--- src/rtl/lsu_pkg.sv ---
// Shared definitions for the load/store sequencer: RV32I width codes,
// FSM state encoding and the access-size helper.
package lsu_pkg;

  localparam logic [2:0] F3_B  = 3'b000;
  localparam logic [2:0] F3_H  = 3'b001;
  localparam logic [2:0] F3_W  = 3'b010;
  localparam logic [2:0] F3_BU = 3'b100;
  localparam logic [2:0] F3_HU = 3'b101;

  typedef enum logic [1:0] {
    ST_IDLE   = 2'd0,
    ST_ACCESS = 2'd1,
    ST_SPLIT  = 2'd2,
    ST_RESP   = 2'd3
  } lsu_state_e;

  // Access size in bytes; illegal codes are rejected before this matters.
  function automatic logic [2:0] size_of(input logic [2:0] func3);
    case (func3[1:0])
      2'b00:   size_of = 3'd1;
      2'b01:   size_of = 3'd2;
      default: size_of = 3'd4;
    endcase
  endfunction

endpackage

--- src/rtl/lsu_ctrl_if.sv ---
// Request/response handshake plus the Dmem port of the load/store sequencer.
interface lsu_ctrl_if;

  logic        req_valid;
  logic        req_ready;
  logic        req_we;
  logic [31:0] req_addr;
  logic [31:0] req_wdata;
  logic [2:0]  req_func3;
  logic        rsp_valid;
  logic [31:0] rsp_rdata;
  logic        rsp_err;
  logic        dmem_we;
  logic [31:0] dmem_a;
  logic [31:0] dmem_wd;
  logic [2:0]  dmem_func3;
  logic [31:0] dmem_rd;

  modport slave (
    input  req_valid, req_we, req_addr, req_wdata, req_func3, dmem_rd,
    output req_ready, rsp_valid, rsp_rdata, rsp_err,
           dmem_we, dmem_a, dmem_wd, dmem_func3
  );

  modport master (
    output req_valid, req_we, req_addr, req_wdata, req_func3, dmem_rd,
    input  req_ready, rsp_valid, rsp_rdata, rsp_err,
           dmem_we, dmem_a, dmem_wd, dmem_func3
  );

endinterface

--- src/rtl/lsu_extend.sv ---
// Combinational load-data extension by RV32I width code.
module lsu_extend
  import lsu_pkg::*;
(
  input  logic [2:0]  func3_i,
  input  logic [31:0] data_i,
  output logic [31:0] data_o
);

  always_comb begin
    case (func3_i)
      F3_B:    data_o = {{24{data_i[7]}}, data_i[7:0]};
      F3_H:    data_o = {{16{data_i[15]}}, data_i[15:0]};
      F3_BU:   data_o = {24'h0, data_i[7:0]};
      F3_HU:   data_o = {16'h0, data_i[15:0]};
      default: data_o = data_i;
    endcase
  end

endmodule

--- src/rtl/lsu_ctrl.sv ---
// Load/store sequencer: classifies one request at a time, issues it to Dmem
// as a single access or as byte accesses, and returns a registered response.
module lsu_ctrl
  import lsu_pkg::*;
#(
  parameter int unsigned MEM_BYTES = 1024,
  parameter bit          SPLIT_EN  = 1'b1
) (
  input  logic       clk,
  input  logic       rst_n,
  lsu_ctrl_if.slave  bus
);

  lsu_state_e  state_q, state_d;
  logic [31:0] addr_q, addr_d;
  logic [31:0] wdata_q, wdata_d;
  logic [2:0]  func3_q, func3_d;
  logic        we_q, we_d;
  logic [1:0]  idx_q, idx_d;
  logic [31:0] acc_q, acc_d;
  logic [31:0] rsp_rdata_q, rsp_rdata_d;
  logic        rsp_err_q, rsp_err_d;

  logic [2:0]  req_size;
  logic [32:0] req_last;
  logic        req_illegal, req_range, req_aligned;
  logic [31:0] acc_upd, ext_in, ext_out;
  logic        last_byte;
  logic        we_cmd;

  // 33-bit end address so a wrap past 0xFFFFFFFF lands out of range
  assign req_size    = size_of(bus.req_func3);
  assign req_last    = {1'b0, bus.req_addr} + {30'b0, req_size} - 33'd1;
  assign req_illegal = (bus.req_func3 inside {3'b011, 3'b110, 3'b111}) ||
                       (bus.req_we && bus.req_func3[2]);
  assign req_range   = req_last >= 33'(MEM_BYTES);

  always_comb begin
    case (bus.req_func3[1:0])
      2'b00:   req_aligned = 1'b1;
      2'b01:   req_aligned = ~bus.req_addr[0];
      default: req_aligned = (bus.req_addr[1:0] == 2'b00);
    endcase
  end

  always_comb begin
    acc_upd = acc_q;
    acc_upd[{idx_q, 3'b000} +: 8] = bus.dmem_rd[7:0];
  end

  assign last_byte = ({1'b0, idx_q} == (size_of(func3_q) - 3'd1));
  assign ext_in    = (state_q == ST_ACCESS) ? bus.dmem_rd : acc_upd;

  lsu_extend u_extend (
    .func3_i (func3_q),
    .data_i  (ext_in),
    .data_o  (ext_out)
  );

  always_comb begin
    state_d     = state_q;
    addr_d      = addr_q;
    wdata_d     = wdata_q;
    func3_d     = func3_q;
    we_d        = we_q;
    idx_d       = idx_q;
    acc_d       = acc_q;
    rsp_rdata_d = rsp_rdata_q;
    rsp_err_d   = rsp_err_q;
    case (state_q)
      ST_IDLE: begin
        if (bus.req_valid) begin
          addr_d  = bus.req_addr;
          wdata_d = bus.req_wdata;
          func3_d = bus.req_func3;
          we_d    = bus.req_we;
          idx_d   = 2'd0;
          acc_d   = 32'h0;
          if (req_illegal || req_range || (!req_aligned && !SPLIT_EN)) begin
            state_d     = ST_RESP;
            rsp_err_d   = 1'b1;
            rsp_rdata_d = 32'h0;
          end else if (req_aligned) begin
            state_d = ST_ACCESS;
          end else begin
            state_d = ST_SPLIT;
          end
        end
      end
      ST_ACCESS: begin
        state_d     = ST_RESP;
        rsp_err_d   = 1'b0;
        rsp_rdata_d = we_q ? 32'h0 : ext_out;
      end
      ST_SPLIT: begin
        if (!we_q) acc_d = acc_upd;
        if (last_byte) begin
          state_d     = ST_RESP;
          rsp_err_d   = 1'b0;
          rsp_rdata_d = we_q ? 32'h0 : ext_out;
        end else begin
          idx_d = idx_q + 2'd1;
        end
      end
      default: state_d = ST_IDLE;
    endcase
  end

  always_comb begin
    we_cmd         = 1'b0;
    bus.dmem_a     = 32'h0;
    bus.dmem_wd    = 32'h0;
    bus.dmem_func3 = F3_W;
    case (state_q)
      ST_ACCESS: begin
        we_cmd         = we_q;
        bus.dmem_a     = addr_q;
        bus.dmem_wd    = wdata_q;
        bus.dmem_func3 = func3_q;
      end
      ST_SPLIT: begin
        bus.dmem_a = addr_q + {30'b0, idx_q};
        if (we_q) begin
          we_cmd         = 1'b1;
          bus.dmem_func3 = F3_B;
          bus.dmem_wd    = {24'h0, wdata_q[{idx_q, 3'b000} +: 8]};
        end else begin
          bus.dmem_func3 = F3_BU;
        end
      end
      default: ;
    endcase
  end

  // Gate with rst_n so a reset landing mid-split suppresses the pending byte write
  assign bus.dmem_we   = we_cmd & rst_n;
  assign bus.req_ready = (state_q == ST_IDLE);
  assign bus.rsp_valid = (state_q == ST_RESP);
  assign bus.rsp_rdata = rsp_rdata_q;
  assign bus.rsp_err   = rsp_err_q;

  always_ff @(posedge clk) begin
    if (!rst_n) begin
      state_q     <= ST_IDLE;
      idx_q       <= 2'd0;
      acc_q       <= 32'h0;
      rsp_rdata_q <= 32'h0;
      rsp_err_q   <= 1'b0;
    end else begin
      state_q     <= state_d;
      idx_q       <= idx_d;
      acc_q       <= acc_d;
      rsp_rdata_q <= rsp_rdata_d;
      rsp_err_q   <= rsp_err_d;
    end
  end

  always_ff @(posedge clk) begin
    addr_q  <= addr_d;
    wdata_q <= wdata_d;
    func3_q <= func3_d;
    we_q    <= we_d;
  end

endmodule

--- src/flat_wrapper.sv ---
// flat-port wrapper written by rule: the top's interface ports become plain ports
module lsu_ctrl_flat import lsu_pkg::*;
#(
  parameter int unsigned MEM_BYTES = 1024,
  parameter bit          SPLIT_EN  = 1'b1
)
  (clk, rst_n, bus_req_valid, bus_req_we, bus_req_addr, bus_req_wdata, bus_req_func3, bus_dmem_rd, bus_req_ready, bus_rsp_valid, bus_rsp_rdata, bus_rsp_err, bus_dmem_we, bus_dmem_a, bus_dmem_wd, bus_dmem_func3);
  lsu_ctrl_if bus_i ();
  input  logic clk;
  input  logic rst_n;
  input wire logic [$bits(bus_i.req_valid)-1:0] bus_req_valid;
  input wire logic [$bits(bus_i.req_we)-1:0] bus_req_we;
  input wire logic [$bits(bus_i.req_addr)-1:0] bus_req_addr;
  input wire logic [$bits(bus_i.req_wdata)-1:0] bus_req_wdata;
  input wire logic [$bits(bus_i.req_func3)-1:0] bus_req_func3;
  input wire logic [$bits(bus_i.dmem_rd)-1:0] bus_dmem_rd;
  output wire logic [$bits(bus_i.req_ready)-1:0] bus_req_ready;
  output wire logic [$bits(bus_i.rsp_valid)-1:0] bus_rsp_valid;
  output wire logic [$bits(bus_i.rsp_rdata)-1:0] bus_rsp_rdata;
  output wire logic [$bits(bus_i.rsp_err)-1:0] bus_rsp_err;
  output wire logic [$bits(bus_i.dmem_we)-1:0] bus_dmem_we;
  output wire logic [$bits(bus_i.dmem_a)-1:0] bus_dmem_a;
  output wire logic [$bits(bus_i.dmem_wd)-1:0] bus_dmem_wd;
  output wire logic [$bits(bus_i.dmem_func3)-1:0] bus_dmem_func3;
  assign bus_i.req_valid = bus_req_valid;
  assign bus_i.req_we = bus_req_we;
  assign bus_i.req_addr = bus_req_addr;
  assign bus_i.req_wdata = bus_req_wdata;
  assign bus_i.req_func3 = bus_req_func3;
  assign bus_i.dmem_rd = bus_dmem_rd;
  assign bus_req_ready = bus_i.req_ready;
  assign bus_rsp_valid = bus_i.rsp_valid;
  assign bus_rsp_rdata = bus_i.rsp_rdata;
  assign bus_rsp_err = bus_i.rsp_err;
  assign bus_dmem_we = bus_i.dmem_we;
  assign bus_dmem_a = bus_i.dmem_a;
  assign bus_dmem_wd = bus_i.dmem_wd;
  assign bus_dmem_func3 = bus_i.dmem_func3;
  lsu_ctrl #(.MEM_BYTES(MEM_BYTES), .SPLIT_EN(SPLIT_EN)) u_core (.clk(clk), .rst_n(rst_n), .bus(bus_i));
endmodule
--- config.mk ---
export PLATFORM = sky130hd
export DESIGN_NAME = lsu_ctrl_flat
export DESIGN_NICKNAME = d
export VERILOG_FILES = /design/src/rtl/lsu_pkg.sv /design/src/rtl/lsu_ctrl_if.sv /design/src/rtl/lsu_extend.sv /design/src/rtl/lsu_ctrl.sv /design/src/flat_wrapper.sv
export SDC_FILE = /design/constraint.sdc
export NUM_CORES = 1
export LEC_CHECK = 0
export BUFFER_PORTS_ARGS = -buffer_cell sky130_fd_sc_hd__buf_4
export CAP_MARGIN = 20
export CORE_MARGIN = 5
export CORE_UTILIZATION = 55
export DETAILED_ROUTE_END_ITERATION = 10
export PLACE_DENSITY = 0.81
export SYNTH_ARGS = -nofsm -noshare
export SYNTH_HDL_FRONTEND = slang
export SYNTH_SLANG_ARGS = --single-unit
export TNS_END_PERCENT = 20
--- constraint.sdc ---
create_clock -name clk -period 9.6 [get_ports clk]
set_clock_uncertainty 0.05 [all_clocks]
set_input_delay 0.96 -clock clk [delete_from_list [all_inputs] [get_ports clk]]
set_output_delay 0.96 -clock clk [all_outputs]
set_load 0.1 [all_outputs]
==> reports/metrics.yaml, run 1 <==
drt_wl_total_mm: 27.31
finalNetCount: 1407
detail_route.iter0.violations: 961
start_util_pct: 55.81
clock_path_buffers: 2
overflow: 0
dr.pass1.iters: 6
fp-row-count: 47
drv_slew: 0
dp_hpwl_mm: 20.07
io_pins: 206
syn_area_per_cell_um2: 8.453
vias: 8986
clk_latency_ns: 0.42
ctsResizeCount: 0
die_y_um: 139.5
grtUsageMet1_pct: 35.67
core-area_um2: 16520
synth_top_family_by_area: "compound AO/OA/AOI/OAI gates"
clk_pin_slew_ns: 0.06
yosysUniqueCellTypes: 68
drc_errors: 0
yosys_warnings: 0
irDropWorstVdd_v: 0.0001708
synth_compound_area_share_pct: 22.52
ys_seq_area_share_pct: 37.12
synth_seq_cells: 137
busiest_layer: "met2"
endpoint_kind: "output pin"
ant_nets: 0
grt_start_max_net_pins: 78
post-place-ws_ns: 4.231
start_kind: "flip-flop"
synth_nets: 1241
finalCritPeriodShare_pct: 56.47
synthXorXnorAreaFrac_pct: 1.425
post-cts-setup-buffers: 0
cp.required_ns: 8.59
gp_congestion: 0.9090
synthArstFlopShare_pct: 0
syn_area_um2: 9223
drv_cap: 0
synth.top_cell.area_share_pct: 22.14
synthCells: 1091
area_delta_synth_final_pct: 23.28
p_per_area_nw_per_um2: 258.4
synth_fa_ha_area_share_pct: 6.539
fin_crit_ns: 5.421
avgRoutedWirePerCell_um: 18.33
grt_usage_pct: 27.17
crit_arrival_ns: 4.41
leakage_nw: 4.843
path_class: "reg2out"
synth_edf_count: 68
timing.setup.tns_ns: 0
setup_ws_ns: 4.179
cts_made_buffers: 17
rsz0062_at_grt: "false"
path_max_fanout: 15
htreeDepth: 4
dieArea_um2: 19460
worst-slew-pin-transition_ns: 1.044
min_path_type: "reg2reg"
cts.sinks: 137
synthTopCellsByArea: "edfxtp_1 22%, dfxtp_1 15%, ha_1 6.1%, a21oi_1 5.5%, nand2_1 5.2%"
nFillCells: 1337
setup_viol: 0
drive_gt1_share_pct: 20.63
hold_violations: 0
slew_headroom_pct: 29.41
cts_tree: "built"
ys.flop_type: "dfxtp_1"
grt_first_pass_wirelength_mm: 43.39
port_buffers: 205
synth_top_cell_by_area: "edfxtp_1"
antenna_cells: 0
yosys.area_share.simple_pct: 21.20
drt-vias-per-instance: 6.031
max_freq_mhz: 184.5
cts_hold_buf: 0
antenna_found_initial: 0
status: "completed"
met3_usage_pct: 5.009
grt_pass1_vias: 8557
clock-root-buffer: "clkbuf_16"
yosys-mux-area-fraction_pct: 6.105
grt_use_met2_pct: 45.80
dieWidth_um: 139.5
## report_power, final
part | switching (mW) | leakage, nW | internal [mW] | total, mW
logic | 1.16 | 3.37 | 0.380 | 1.54
clock network | 0.270 | 0.269 | 0.335 | 0.605
registers | 0.0755 | 1.20 | 0.716 | 0.791
## final cells by class
type | instances | area (um^2) | share of cell area [%]
multi-input cells | 837 | 5354 | 47.09
flip-flops and latches | 137 | 3423 | 30.11
repair buffers | 211 | 1589 | 13.98
clock buffers | 20 | 437.9 | 3.852
well taps | 220 | 275.3 | 2.421
inverters | 53 | 198.9 | 1.750
clock inverters | 12 | 91.34 | 0.8033
## per-stage QoR
stage / utilization, % / area [um^2] / power, mW / std cells / hold slack, ns
after CTS: 68.68 / 11350 / 2.931 / 1488 / 0.4087
after floorplan: - / 9223 / 1.994 / 1091 / 0.4125
after detailed placement: 65.48 / 10820 / 2.327 / 1456 / 0.3966
final: 68.80 / 11370 / 2.938 / 1490 / 0.4052
after global routing: 68.80 / 11370 / 3.057 / 1490 / 0.4361
after global placement: 65.44 / 10810 / 2.308 / 1455 / 0.3931
## routing by layer
metal | wire, um | share of wire, %
met1 | 11640 | 43
met2 | 13170 | 48
met3 | 1913 | 7.0
met4 | 587 | 2.1
met5 | 0 | 0
## placed cells by master, fill, tap and decap left out, types with 4 or more instances in the layout
master	instances
a31oi_1	6
nor4_1	7
edfxtp_1	68
a21o_1	22
o31ai_1	11
or3_1	4
o211ai_1	8
a22o_1	22
nor3_1	15
nand3_1	19
o21a_1	8
mux4_2	8
a211oi_1	7
nand2_1	128
mux2i_1	36
ha_1	44
dfxtp_1	69
clkbuf_16	17
xor2_1	9
a22oi_1	26
a21oi_1	101
o21ai_1	10
or4_1	4
nor2_1	79
o22ai_1	4
or2_2	4
nand4_1	20
inv_1	52
xnor2_1	6
nand2b_1	6
and3_1	37
o21ai_0	75
nor2b_1	61
buf_4	209
## cells in the mapped netlist, types with 7 or more instances
library cell / instances
nor4_1: 7
mux4_2: 8
o211ai_1: 8
ha_1: 45
o21ai_1: 10
xor2_1: 9
a211oi_1: 7
clkbuf_1: 51
edfxtp_1: 68
dfxtp_1: 69
a21oi_1: 101
nor3_1: 15
inv_1: 52
nor2b_1: 61
nor2_1: 79
o21ai_0: 75
a22oi_1: 26
and3_1: 37
o21a_1: 8
mux2i_1: 36
nand4_1: 20
a22o_1: 22
nand3_1: 19
nand2_1: 128
a21o_1: 22
o31ai_1: 11
## cells by family (layout without fill, tap and decap cells)
group,Yosys count,in the layout
AOI/OAI and AO/OA,331,331
muxes,46,46
buffers and inverters,117,296
DFF,137,137
and+or+nand+nor,398,398
adders and majority gates,47,47
xor gates and xnor gates,15,15
## sequential cells by signal, indices dropped and copies added (netlist names)
register and flops:
u_core.func3_q 3, u_core.acc_q 32, u_core.we_q 1, u_core.wdata_q 32
u_core.bus.rsp_err 1, u_core.addr_q 32, u_core.bus.rsp_rdata 32, u_core.state_q 2
u_core.idx_q 2
## worst max-delay path, cell delays in order, from the launching register on
cell	delay (ns)
dfxtp_1	0.86
ha_1	0.32
a21o_1	0.17
nand4_1	0.17
or2_2	0.36
nor4_1	0.34
clkbuf_2	0.24
and4_1	0.28
nand4_1	0.20
nor3_1	0.32
nand3_1	0.14
xor2_1	0.15
o21ai_1	0.12
buf_4	0.32
## worst paths after layout
check,startpoint,cells past startpoint,slack [ns],end
hold reg to reg,u_core.bus.rsp_rdata[20],2,0.41,u_core.bus.rsp_rdata[20]
setup reg to reg,u_core.idx_q[0],12,5.18,u_core.bus.rsp_rdata[31]
setup / recovery,u_core.idx_q[0],13,4.18,bus_dmem_a[31]
hold / removal,u_core.bus.rsp_rdata[20],2,0.41,u_core.bus.rsp_rdata[20]
No activity file was read; power rests on OpenSTA's default activity.
==> run 2: changes to the inputs <==
--- a/config.mk
+++ b/config.mk
@@ -8,9 +8,9 @@
 export BUFFER_PORTS_ARGS = -buffer_cell sky130_fd_sc_hd__buf_4
 export CAP_MARGIN = 20
 export CORE_MARGIN = 5
-export CORE_UTILIZATION = 55
+export CORE_UTILIZATION = 50
 export DETAILED_ROUTE_END_ITERATION = 10
-export PLACE_DENSITY = 0.81
+export PLACE_DENSITY = 0.78
 export SYNTH_ARGS = -nofsm -noshare
 export SYNTH_HDL_FRONTEND = slang
 export SYNTH_SLANG_ARGS = --single-unit
==> constraint.sdc (replaced) <==
create_clock -name clk -period 4.8 [get_ports clk]
set_clock_uncertainty 0.05 [all_clocks]
set_input_delay 0.48 -clock clk [delete_from_list [all_inputs] [get_ports clk]]
set_output_delay 0.48 -clock clk [all_outputs]
set_load 0.1 [all_outputs]
==> run 2 against run 1 <==
  * Via count shrank 0.21%
  * Core utilization down 5.3 points
  * Power increased by 100%
  * Sequential power grew 97%
  * Critical path type unchanged
  * Worst setup slack got worse by 3.9 ns
==> reports/metrics.yaml, run 2 (same netlist as run 1, synthesis figures left out) <==
path_buf_inv: 2  # unchanged
vias: 8967  # -0.21%
path_max_fanout: 15  # unchanged
rr_startpoint: "u_core.func3_q[1]"
overflow: 0  # unchanged
cp.required_ns: 4.27  # -4.32 ns
path_class: "reg2out"
min_from: "bus_req_wdata[13]"
die_y_um: 145.8  # +4.5%
start_kind: "flip-flop"
instances_no_fill: 1509  # +1.3%
grt_first_pass_wirelength_mm: 44.62  # +2.8%
setup_ws_ns: 0.2896  # -3.890 ns
min_path_type: "in2reg"
area_delta_synth_final_pct: 24.53
rrSetupSlack_ns: 1.66  # -3.52 ns
detail_route.iter0.violations: 765  # -20%
final_common_cell: "buf_4"
status: "completed"
dieArea_um2: 21260  # +9.3%
worst-slew-pin-transition_ns: 0.9393  # -0.1045 ns
cts_tree: "built"
cp_slowest_stage_delay_ns: 0.65  # -0.21 ns
endpoint_kind: "output pin"
clk_pin_slew_ns: 0.07  # about the same
antenna_cells: 0  # unchanged
r2r_cells: 7  # -5
setup_viol: 0  # unchanged
finish.utilization_pct: 63.50  # -5.3 points
clock_path_buffers: 2  # unchanged
cts.sinks: 137  # unchanged
max_freq_mhz: 221.7
dr.pass1.iters: 6  # unchanged
crit_start: "u_core.idx_q[1]"
finalCritPeriodShare_pct: 93.97
antenna_found_initial: 0  # unchanged
leakage_nw: 4.899  # +1.2%
critPathTopFamily: "simple AND/OR/NAND/NOR gates"
whs_endpoint: "u_core.wdata_q[13]"
dieWidth_um: 145.8  # +4.5%
dp_hpwl_mm: 20.97  # +4.5%
drc_errors: 0  # unchanged
cts_hold_buf: 0  # unchanged
core-area_um2: 18090  # +9.4%
hold_violations: 0  # unchanged
mostFrequentLayoutCells: "221 x buf_4, 128 x nand2_1, 101 x a21oi_1"
drive_gt1_share_pct: 21.41  # +0.78 points
p_per_area_nw_per_um2: 518.3  # +100%
crit_arrival_ns: 3.98  # -0.43 ns
clk_latency_ns: 0.42  # about the same
grt_pass1_vias: 8530  # -0.32%
grt_usage_pct: 25.40  # -1.8 points
fin_crit_ns: 4.510
grt_start_max_net_pins: 73  # -6.4%
io_pins: 206  # unchanged
cts_made_buffers: 17  # unchanged
drv_cap: 0  # unchanged
gp_congestion: 0.9038  # -0.57%
clock-root-buffer: "clkbuf_16"
drt_wl_total_mm: 27.91  # +2.2%
fp-row-count: 49  # +4.3%
timing.setup.tns_ns: 0  # unchanged
drt-vias-per-instance: 5.942  # -1.5%
port_buffers: 205  # unchanged
path_cells: "buf_4 > fa_1 > and3_1 > nand3_1 > or4_1 > or2_1 > nor2_1 > and3_1 > nand3_1 > nor2_1 > xnor2_1 > o21ai_1 > buf_4"
r2r_end: "u_core.bus.rsp_rdata[11]"
drv_slew: 0  # unchanged
holdPathStages: 1  # -1
slew_headroom_pct: 37.38  # +8.0 points
dpl.cell_count: 1477  # +1.4%
post-place-ws_ns: 0.3604  # -3.870 ns
htreeDepth: 4  # unchanged
avgRoutedWirePerCell_um: 18.50  # +0.91%
critPathSlowestCell: "or4_1"
ant_nets: 0  # unchanged
irDropWorstVdd_v: 0.0003249  # +90%
finalNetCount: 1417  # +0.71%
rsz0062_at_grt: "false"
start_util_pct: 50.99  # -4.8 points
run 2: changes by cell type in the layout (fill, tap and decap cells not counted), sizes merged:
| cell | before | now |
|---|---|---|
| buf | 210 | 221 |
| clkinv | 7 | 3 |
| inv | 58 | 62 |
| clkbuf | 21 | 18 |
| clkinvlp | 0 | 2 |
run 2: per-layer routing:
| metal | track usage [%] | vias up | share of wire (%) |
|---|---|---|---|
| met5 | 0 | - | 0 |
| met4 | 7.217 | 0 | 2.0 |
| met3 | 4.734 | 49 | 7.2 |
| met2 | 43.99 | 383 | 49 |
| met1 | 32.47 | 4206 | 42 |
| li1 | - | 4329 | - |
run 2: cell type report:
| type | count | area, um^2 |
|---|---|---|
| flip-flops and latches | 137 | 3423 |
| inverters | 53 | 198.9 |
| multi-input cells | 837 | 5353 |
| clock buffers | 18 | 439.2 |
| clock inverters | 14 | 125.1 |
| well taps | 229 | 286.5 |
| repair buffers | 221 | 1659 |
| fillers | 1606 | 6601 |
run 2: what timing repair did:
action / in CTS / in global routing
endpoints found under the setup margin: 0 / 2
buffers inserted: 0 / 0
resized for setup: 0 / 2
run 2: report_power, final:
group / internal [mW] / switching [mW]
Combinational: 0.770 / 2.36
Sequential: 1.43 / 0.128
Clock: 0.696 / 0.569
run 2: stage by stage:
step	power [mW]	cell area [um^2]	hold WS (ns)
finish	5.952	11480	0.1751
global placement	4.673	10910	0.3937
global route	6.213	11480	0.1605
detailed placement	4.700	10910	0.4013
floorplan	3.988	9223	0.4125
CTS	5.964	11470	0.1650
run 2: worst max path at each step:
stage                     cells past startpoint                       end  slack, ns
after floorplan                              10            bus_dmem_a[27]      -0.54
after global placement                       18  u_core.bus.rsp_rdata[23]       0.42
after detailed placement                     18  u_core.bus.rsp_rdata[11]       0.36
after CTS                                    12            bus_dmem_a[31]       0.11
after global routing                         12            bus_dmem_a[31]       0.02
final                                        13            bus_dmem_a[30]       0.29
==> run 3: changes to the inputs <==
--- a/config.mk
+++ b/config.mk
@@ -8,9 +8,9 @@
 export BUFFER_PORTS_ARGS = -buffer_cell sky130_fd_sc_hd__buf_4
 export CAP_MARGIN = 20
 export CORE_MARGIN = 5
-export CORE_UTILIZATION = 50
+export CORE_UTILIZATION = 45
 export DETAILED_ROUTE_END_ITERATION = 10
-export PLACE_DENSITY = 0.78
+export PLACE_DENSITY_LB_ADDON = 0.3
 export SYNTH_ARGS = -nofsm -noshare
 export SYNTH_HDL_FRONTEND = slang
 export SYNTH_SLANG_ARGS = --single-unit
==> constraint.sdc (replaced) <==
create_clock -name clk -period 3.8 [get_ports clk]
set_clock_uncertainty 0.05 [all_clocks]
set_input_delay 0.38 -clock clk [delete_from_list [all_inputs] [get_ports clk]]
set_output_delay 0.38 -clock clk [all_outputs]
set_load 0.1 [all_outputs]
==> run 3 against run 2 <==
  * Die area rose by 10%
  * Sequential share of layout area fell by 2.4 points
  * Critical endpoint unchanged
  * Core utilization fell by 1.9 points
  * Highest routed layer unchanged
  * Sequential power rose by 26%
  * Worst hold slack got worse by 0.10 ns
  * Count of clock-buffer cells in the layout did not move
  * First-iteration DRC count rose by 8.1%
  * Via count rose by 3.0%
  * Combinational power rose by 36%
  * Critical path type unchanged
  * Global-route usage fell by 1.8 points
  * Wire length rose by 3.6%
==> reports/metrics.yaml, run 3 (same netlist as run 1, synthesis figures left out) <==
timing.setup.tns_ns: 0  # unchanged
hold_violations: 0  # unchanged
path_buf_inv: 1  # -1
cts_made_buffers: 17  # unchanged
dpl.cell_count: 1585  # +7.3%
min_path_type: "in2reg"
max_freq_mhz: 265.2
drt-vias-per-instance: 5.655  # -4.8%
cp_slowest_stage_delay_ns: 0.57  # -0.08 ns
avgRoutedWirePerCell_um: 17.69  # -4.3%
area_delta_synth_final_pct: 35.26
start_util_pct: 45.58  # -5.4 points
gp_congestion: 0.9019  # -0.21%
clk_pin_slew_ns: 0.07  # about the same
dr.pass1.iters: 6  # unchanged
slew_headroom_pct: 45.31  # +7.9 points
leakage_nw: 5.364  # +9.5%
post-place-ws_ns: -0.4316  # -0.7920 ns
rr_startpoint: "u_core.idx_q[0]"
power.net_switching_mw: 3.953  # +29%
finish.utilization_pct: 61.65  # -1.9 points
crit_arrival_ns: 3.34  # -0.64 ns
instances_no_fill: 1634  # +8.3%
vias: 9240  # +3.0%
timing.critical_path.mode_cell: "and3_4"
cts_tree: "built"
drv_slew: 0  # unchanged
clk_latency_ns: 0.42  # about the same
r2r_end: "u_core.bus.rsp_rdata[28]"
grt_first_pass_wirelength_mm: 45.25  # +1.4%
rsz0062_at_grt: "true"
grt_usage_pct: 23.58  # -1.8 points
antenna_found_initial: 0  # unchanged
critPathSlowestCell: "or4_4"
path_cells: "ha_4 > fa_2 > and3_4 > nand3_4 > or4_4 > or2_4 > nor2_4 > and3_4 > nand3_2 > nor2_2 > xnor2_1 > o21ai_1 > buf_6"
die_y_um: 153.2  # +5.0%
setup_ws_ns: 0.02906  # -0.2606 ns
placed_area_um2: 11550  # +5.9%
overflow: 0  # unchanged
cts.sinks: 137  # unchanged
io_pins: 206  # unchanged
port_buffers: 205  # unchanged
worst-slew-pin-transition_ns: 0.8203  # -0.1190 ns
power.share.clock_pct: 20.4  # -0.9 points
status: "completed"
htreeDepth: 4  # unchanged
switching_share_pct: 50.56  # -0.79 points
critPathTopFamily: "simple AND/OR/NAND/NOR gates"
intPower_mw: 3.865  # +33%
drive_gt1_share_pct: 28.52  # +7.1 points
dieArea_um2: 23460  # +10%
power_mw: 7.818  # +31%
clock_path_buffers: 2  # unchanged
rrSetupSlack_ns: 0.52  # -1.14 ns
p_per_area_nw_per_um2: 626.7  # +21%
grt_pass1_vias: 8847  # +3.7%
start_kind: "flip-flop"
dp_hpwl_mm: 21.57  # +2.9%
combinationalPowerShare_pct: 54.4  # +1.8 points
path_class: "reg2out"
irDropWorstVdd_v: 0.0004000  # +23%
finalNetCount: 1501  # +5.9%
crit_start: "u_core.addr_q[0]"
whs_endpoint: "u_core.wdata_q[31]"
setup_viol: 0  # unchanged
drt_wl_total_mm: 28.91  # +3.6%
mostFrequentLayoutCells: "293 x buf_4, 128 x nand2_1, 100 x a21oi_1"
hold_slack_ns: 0.07380  # -0.1013 ns
final_common_cell: "buf_4"
grt_start_max_net_pins: 72  # -1.4%
clock-root-buffer: "clkbuf_16"
seqPwrFrac_pct: 25.2  # -1.0 points
path_max_fanout: 3  # -12
ant_nets: 0  # unchanged
drv_cap: 0  # unchanged
core-area_um2: 20230  # +12%
min_from: "bus_req_wdata[31]"
holdPathStages: 1  # unchanged
cp.required_ns: 3.37  # -0.90 ns
r2r_cells: 13  # +6
antenna_cells: 0  # unchanged
fp-row-count: 52  # +6.1%
finalCritPeriodShare_pct: 99.24
final_area_um2: 12470  # +8.6%
cts_hold_buf: 0  # unchanged
fin_crit_ns: 3.771
detail_route.iter0.violations: 827  # +8.1%
drc_errors: 0  # unchanged
dieWidth_um: 153.2  # +5.0%
endpoint_kind: "output pin"
[run 3: power groups by stage]
stage | sequential, mW | combinational, mW | clock, mW
floorplan | 2.24 | 2.82 | 0
global placement | 1.98 | 4.10 | 0
detailed placement | 1.99 | 4.13 | 0
CTS | 1.96 | 4.18 | 1.63
global route | 2.00 | 4.47 | 1.68
finish | 1.97 | 4.25 | 1.60
[run 3: area by class of cell]
cell class,instances,area [um^2]
Inverter,53,198.9
Sequential cell,137,3423
Multi-Input combinational cell,837,5554
Tap cell,270,337.8
Fill cell,1765,7760
Clock buffer,18,439.2
Timing Repair Buffer,305,2396
Clock inverter,14,125.1
[run 3: worst reg2reg max path, stage by stage (launching register included)]
cell,delay [ns]
dfxtp_1,0.37
buf_4,0.29
clkinv_1,0.29
ha_1,0.44
nor2_1,0.11
nand3_1,0.10
nand2b_1,0.26
a22o_1,0.26
nor2_1,0.06
a211oi_1,0.25
o21ai_1,0.16
buf_4,0.26
a21o_1,0.17
mux2i_1,0.15
[run 3: timing repair]
item | in CTS | in global routing
endpoints found under the setup margin | 10 | 43
buffers inserted | 11 | 6
resized for setup | 31 | 21
pin swaps | 13 | 15
gates cloned | 0 | 0
[run 3: metal layers]
| layer | wire length, um | GRT usage (%) | vias up | part of all wire, % |
|---|---|---|---|---|
| li1 | - | - | 4502 | - |
| met1 | 12350 | 30.03 | 4351 | 43 |
| met2 | 14060 | 39.24 | 327 | 49 |
| met3 | 1602 | 4.608 | 60 | 5.5 |
| met4 | 897 | 9.885 | 0 | 3.1 |
| met5 | 0 | 0 | - | 0 |
[run 3: worst max path at each step]
| stage | depth (start not counted) | end |
|---|---|---|
| 6_report | 13 | bus_dmem_a[30] |
| 5_1_grt | 13 | bus_dmem_a[30] |
| 4_1_cts | 13 | bus_dmem_a[30] |
| 3_5_place_dp | 18 | u_core.bus.rsp_rdata[16] |
| 3_3_place_gp | 18 | u_core.bus.rsp_rdata[7] |
| 2_1_floorplan | 7 | bus_dmem_a[15] |
